<file path="src/rtl/xbar_pkg.sv">
// Shared crossbar types: scheduler FSM states, source-id width rule, output buffer entry.
package xbar_pkg;

  localparam int XBAR_DW    = 32;
  localparam int XBAR_N_SRC = 4;

  typedef enum logic {IDLE = 1'b0, BURST = 1'b1} sched_state_t;

  // Source-id width for n requesters; a single requester still needs one bit.
  function automatic int src_id_w(input int n);
    return (n > 1) ? $clog2(n) : 1;
  endfunction

  typedef logic [src_id_w(XBAR_N_SRC)-1:0] src_id_t;

  typedef struct packed {
    logic [XBAR_DW-1:0] data;
    logic               last;
  } buf_entry_t;

endpackage

</file>
<file path="src/rtl/rr_pick.sv">
// Cyclic priority encoder: first set request at or after last+1, wrapping at N-1.
module rr_pick import xbar_pkg::*; #(
  parameter  int N   = 4,
  localparam int IDW = src_id_w(N)
) (
  input  logic [N-1:0]   req,
  input  logic [IDW-1:0] last,
  output logic [IDW-1:0] id,
  output logic           any
);

  logic [IDW-1:0] k;

  always_comb begin
    id  = '0;
    any = 1'b0;
    k   = '0;
    for (int i = 1; i <= N; i++) begin
      k = IDW'((int'(last) + i) % N);
      if (!any && req[k]) begin
        any = 1'b1;
        id  = k;
      end
    end
  end

endmodule

</file>
<file path="src/rtl/xbar_out_sched.sv">
// Output-port scheduler: round-robin fixed-length bursts from N_SRC FIFOs into a
// 2-entry skid buffer that hides the FIFOs' registered read latency.
module xbar_out_sched import xbar_pkg::*; #(
  parameter  int N_SRC     = 4,
  parameter  int DWIDTH    = XBAR_DW,
  parameter  int BURST_LEN = 4,
  localparam int IDW       = src_id_w(N_SRC)
) (
  input  logic                         aclk,
  input  logic                         aresetn,
  input  logic [N_SRC-1:0]             src_not_empty,
  output logic [N_SRC-1:0]             src_pop,
  input  logic [N_SRC-1:0][DWIDTH-1:0] src_data,
  output logic [DWIDTH-1:0]            m_data,
  output logic                         m_valid,
  input  logic                         m_ready,
  output logic                         m_last,
  output logic                         gnt_valid,
  output logic [IDW-1:0]               gnt_id
);

  localparam int            CW        = $clog2(BURST_LEN + 1);
  localparam logic [CW-1:0] LAST_BEAT = CW'(BURST_LEN);

  sched_state_t     state_q, state_d;
  logic             gnt_valid_q, gnt_valid_d;
  logic [IDW-1:0]   gnt_id_q, gnt_id_d;
  logic [IDW-1:0]   last_gnt_q, last_gnt_d;
  logic [CW-1:0]    beat_cnt_q, beat_cnt_d;
  logic             inflight_q, inflight_d;
  logic [IDW-1:0]   infl_id_q, infl_id_d;
  logic             infl_last_q, infl_last_d;
  buf_entry_t [1:0] buf_q, buf_d;
  logic [1:0]       occ_q, occ_d;
  logic             wr_ptr_q, wr_ptr_d;
  logic             rd_ptr_q, rd_ptr_d;

  logic [IDW-1:0]   pick_id;
  logic             pick_any;
  logic             deq, room, pop;
  logic [CW-1:0]    beat_inc;

  rr_pick #(.N(N_SRC)) u_pick (
    .req  (src_not_empty),
    .last (last_gnt_q),
    .id   (pick_id),
    .any  (pick_any)
  );

  assign m_valid   = (occ_q != 2'd0);
  assign m_data    = buf_q[rd_ptr_q].data;
  assign m_last    = buf_q[rd_ptr_q].last;
  assign gnt_valid = gnt_valid_q;
  assign gnt_id    = gnt_id_q;
  assign src_pop   = pop ? (N_SRC'(1) << gnt_id_q) : '0;

  always_comb begin
    deq      = m_valid & m_ready;
    // Count the word already in flight so the buffer can never be overrun.
    room     = (({1'b0, occ_q} + {2'b0, inflight_q} - {2'b0, deq}) < 3'd2);
    pop      = aresetn && (state_q == BURST) && src_not_empty[gnt_id_q] &&
               (beat_cnt_q < LAST_BEAT) && room;
    beat_inc = beat_cnt_q + 1'b1;

    state_d     = state_q;
    gnt_valid_d = gnt_valid_q;
    gnt_id_d    = gnt_id_q;
    last_gnt_d  = last_gnt_q;
    beat_cnt_d  = beat_cnt_q;

    if (state_q == IDLE) begin
      if (pick_any) begin
        state_d     = BURST;
        gnt_valid_d = 1'b1;
        gnt_id_d    = pick_id;
        last_gnt_d  = pick_id;
        beat_cnt_d  = '0;
      end
    end else if (pop) begin
      beat_cnt_d = beat_inc;
      if (beat_inc == LAST_BEAT) begin
        state_d     = IDLE;
        gnt_valid_d = 1'b0;
      end
    end

    // The pop's source travels with it, so a grant change cannot misroute the capture.
    inflight_d  = pop;
    infl_id_d   = pop ? gnt_id_q : infl_id_q;
    infl_last_d = pop && (beat_inc == LAST_BEAT);

    buf_d    = buf_q;
    occ_d    = occ_q + {1'b0, inflight_q} - {1'b0, deq};
    wr_ptr_d = wr_ptr_q ^ inflight_q;
    rd_ptr_d = rd_ptr_q ^ deq;
    if (inflight_q) begin
      buf_d[wr_ptr_q].data = src_data[infl_id_q];
      buf_d[wr_ptr_q].last = infl_last_q;
    end
  end

  always_ff @(posedge aclk) begin
    if (!aresetn) begin
      state_q     <= IDLE;
      gnt_valid_q <= 1'b0;
      gnt_id_q    <= '0;
      last_gnt_q  <= IDW'(N_SRC - 1);
      beat_cnt_q  <= '0;
      inflight_q  <= 1'b0;
      infl_id_q   <= '0;
      infl_last_q <= 1'b0;
      buf_q       <= '0;
      occ_q       <= 2'd0;
      wr_ptr_q    <= 1'b0;
      rd_ptr_q    <= 1'b0;
    end else begin
      state_q     <= state_d;
      gnt_valid_q <= gnt_valid_d;
      gnt_id_q    <= gnt_id_d;
      last_gnt_q  <= last_gnt_d;
      beat_cnt_q  <= beat_cnt_d;
      inflight_q  <= inflight_d;
      infl_id_q   <= infl_id_d;
      infl_last_q <= infl_last_d;
      buf_q       <= buf_d;
      occ_q       <= occ_d;
      wr_ptr_q    <= wr_ptr_d;
      rd_ptr_q    <= rd_ptr_d;
    end
  end

  a_no_overflow: assert property (@(posedge aclk) disable iff (!aresetn)
    !(inflight_q && (occ_q == 2'd2)));

endmodule

</file>
<file path="config.mk">
export PLATFORM = sky130hd
export DESIGN_NAME = xbar_out_sched
export DESIGN_NICKNAME = d
export VERILOG_FILES = /design/src/rtl/xbar_pkg.sv /design/src/rtl/rr_pick.sv /design/src/rtl/xbar_out_sched.sv
export SDC_FILE = /design/constraint.sdc
export NUM_CORES = 1
export LEC_CHECK = 0
export CORE_MARGIN = 2
export CORE_UTILIZATION = 48
export DETAILED_ROUTE_END_ITERATION = 12
export GPL_TIMING_DRIVEN = 0
export PLACE_DENSITY = 0.9
export SKIP_LAST_GASP = 1
export SLEW_MARGIN = 5
export SYNTH_ARGS = -nofsm -noshare
export SYNTH_HDL_FRONTEND = slang
export SYNTH_SLANG_ARGS = --single-unit
</file>
<file path="constraint.sdc">
create_clock -name aclk -period 6 [get_ports aclk]
set_input_delay 0.9 -clock aclk [delete_from_list [all_inputs] [get_ports aclk]]
set_output_delay 0.9 -clock aclk [all_outputs]
set_load 0.02 [all_outputs]
</file>
==> results.py <==
metrics = {
    "outcome": {
        "status": "finished clean",
    },
    "timing": {
        "worst_slew_pin_slew_ns": 0.647,
        "fin_setup_tns_ns": 0,
        "rsz0062_at_grt": "false",
        "max_clock_freq_ghz": 0.208,
        "hold_viol": 0,
        "fin_crit_ns": 4.81,
        "slew_headroom_pct": 56.9,
        "maxSlewViolCount": 0,
        "setup_viol": 0,
        "min_period_over_period_pct": 80.1,
        "worst_clock_skew_ns": 0.00979,
    },
    "finish": {
        "nets": 717,
        "synthToLayoutAreaGrowth_pct": 46.6,
        "antenna-diode-count": 0,
        "final_cell_mix": "174 x clkdlybuf4s50_1, 83 x dfxtp_1, 69 x nor2b_1, 65 x mux2i_1",
        "layout-drive-gt1-share_pct": 17.2,
        "final_common_cell": "clkdlybuf4s50_1",
        "stdcell_area_um2": 6580,
    },
    "place": {
        "numPortBuffers": 174,
        "hpwl_um": 9210,
        "place_congestion": 0.899,
        "place_area_um2": 6370,
    },
    "clocking": {
        "h-tree-depth": 3,
        "cts_buffers": 9,
        "cts.sink_count": 83,
        "cts_max_path_buffers": 2,
        "cts_tree": "built",
        "postCtsSetupRepairBufs": 0,
        "clk_latency_ns": 0.33,
        "clk_pin_slew_ns": 0.08,
        "hold_buffers": 0,
        "ctsResizeCount": 0,
        "cts-root-buf": "clkbuf_8",
    },
    "detailed_routing": {
        "wirelength_um": 11700,
        "antenna_left": 0,
        "post-route-drc-count": 0,
        "firstDrtPassIters": 4,
        "routedWlPerCell_um": 17.0,
        "vias": 3679,
        "via_per_inst": 5.32,
        "drt_iter0_markers": 69,
    },
    "global_routing": {
        "grt.total_usage_pct": 23.2,
        "grt_overflow": 0,
        "antenna_found_initial": 0,
        "grt_pass1_vias": 4022,
        "grt_max_degree": 14,
        "grt_pass1_wl_um": 18600,
    },
    "pwr": {
        "power_density_nw_per_um2": 252,
        "peakVddDrop_v": 0.000119,
        "p_leak_nw": 2.24,
    },
    "worst_setup_path": {
        "r2r_cells": 11,
        "path_delay_family": "buffers and inverters",
        "endpoint": "src_pop[0]",
        "worst-path-stages": 11,
        "r2r_setup_slack_ns": 3.27,
        "critPathKind": "input pin to output port",
        "cpPeakStageDelay_ns": 0.66,
        "worstSetupEndpointType": "output port",
        "cp.arrival_ns": 3.91,
        "crit_chain": "clkdlybuf4s50_1, and2_1, ha_1, inv_1, ha_1, inv_1, fa_1, nand4b_1, nor2b_1, nor4b_1, clkdlybuf4s50_1",
        "cp_max_fo": 5,
        "cp-start-kind": "input pin",
        "startpoint": "m_ready",
        "slowest_stage": "clkdlybuf4s50_1",
        "crit_required_ns": 5.10,
        "r2r_start": "occ_q[1]",
        "cp_num_buf_inv": 4,
        "r2r_end": "infl_id_q[0]",
    },
    "yosys": {
        "synth_seq_area_share_pct": 37.0,
        "synthCells": 390,
        "avgSynthCellArea_um2": 11.5,
        "synthDistinctLibCells": 38,
        "syn_area_um2": 4490,
        "ys.warnings.count": 0,
        "synthesis.nets": 532,
        "synth-seq-cells": 83,
    },
    "run": {
        "drv_cap": 0,
    },
    "floorplan": {
        "die_width_um": 101,
        "design.die.area_um2": 10100,
        "initial_core_util_pct": 49.0,
        "io_pins": 176,
        "die-height_um": 101,
        "core_um2": 9150,
        "fp-row-count": 35,
    },
    "hold_path": {
        "worstHoldPathType": "flop to flop",
    },
}
-- metrics by stage --
step | util [%] | setup slack, ns | power [mW] | std cells | hold slack [ns]
detailed placement | 69.6 | 1.21 | 1.25 | 675 | 0.468
floorplan | - | 2.00 | 1.01 | 390 | 0.439
global placement | 69.6 | 1.25 | 1.23 | 675 | 0.452
CTS | 71.9 | 1.18 | 1.67 | 691 | 0.482
global route | 71.9 | 0.967 | 1.74 | 691 | 0.506
finish | 71.9 | 1.19 | 1.66 | 691 | 0.483
-- state kept, by name, summed over array words and instances, names as in the netlist --
name	count
beat_cnt_q	3
buf_q	66
gnt_id	2
gnt_valid	1
infl_id_q	2
infl_last_q	1
inflight_q	1
last_gnt_q	2
occ_q	2
rd_ptr_q	1
state_q	1
wr_ptr_q	1
-- metal layers --
metal,vias up,wire length [um],track usage [%]
li1,1765,-,-
met1,1775,4650,25.9
met2,124,6160,43.6
met3,15,777,5.83
met4,0,159,5.69
met5,-,0,0
-- kinds of logic (layout without fill, tap and decap cells) --
family | count (synthesis) | in the layout | share of synthesized area [%]
adder cells (fa/ha/maj) | 7 | 7 | 2.12
multiplexers | 131 | 131 | 39.3
buffers and inverters | 39 | 229 | 4.01
AND/OR/NAND/NOR | 106 | 106 | 14.2
XOR/XNOR | 2 | 2 | 0.390
flip-flops | 83 | 83 | 37.0
AO/OA/AOI/OAI | 22 | 22 | 2.93
-- area by class of cell --
type	count	area, um2
multi-input cells	268	2650
repair buffers	174	1740
well taps	111	139
fillers	707	2570
plain buffers	31	150
inverters	8	30.0
clock buffers	12	135
clock inverters	4	75.1
flip-flops and latches	83	1660
-- synth_stat cells (all sizes together) --
cell / instances / area share [%]
nor2: 7 / 0.70
nand2: 10 / 0.84
fa: 1 / 0.45
ha: 6 / 1.7
a2111oi: 1 / 0.20
or2: 1 / 0.14
nand4b: 2 / 0.39
inv: 8 / 0.67
clkbuf: 14 / 1.2
or4: 1 / 0.17
nor4b: 1 / 0.20
o22ai: 2 / 0.28
a21oi: 3 / 0.33
nor2b: 69 / 9.6
dfxtp: 83 / 37
and2: 3 / 0.47
o21ai: 11 / 1.2
mux4: 33 / 17
nand3: 4 / 0.45
and4b: 1 / 0.22
a21boi: 3 / 0.50
a211oi: 1 / 0.17
and3b: 1 / 0.20
xnor2: 2 / 0.39
mux2: 33 / 8.3
mux2i: 65 / 14
a221o: 1 / 0.22
nand2b: 5 / 0.70
buf: 17 / 2.2
nor3: 1 / 0.11
-- report_power, final --
group / switching (mW) / internal, mW
Clock: 0.192 / 0.235
Sequential: 0.0313 / 0.604
Combinational: 0.266 / 0.330
-- worst min path at each step --
stage               cells past startpoint  slack (ns)           from            end
finish                                  1        0.48  beat_cnt_q[0]  beat_cnt_q[0]
global route                            1        0.51  beat_cnt_q[0]  beat_cnt_q[0]
CTS                                     2        0.48  beat_cnt_q[2]  beat_cnt_q[2]
detailed placement                      2        0.47  beat_cnt_q[2]  beat_cnt_q[2]
global placement                        2        0.45  beat_cnt_q[1]  beat_cnt_q[1]
floorplan                               1        0.44  beat_cnt_q[0]  beat_cnt_q[0]
Power figures use the tool's default switching activity.
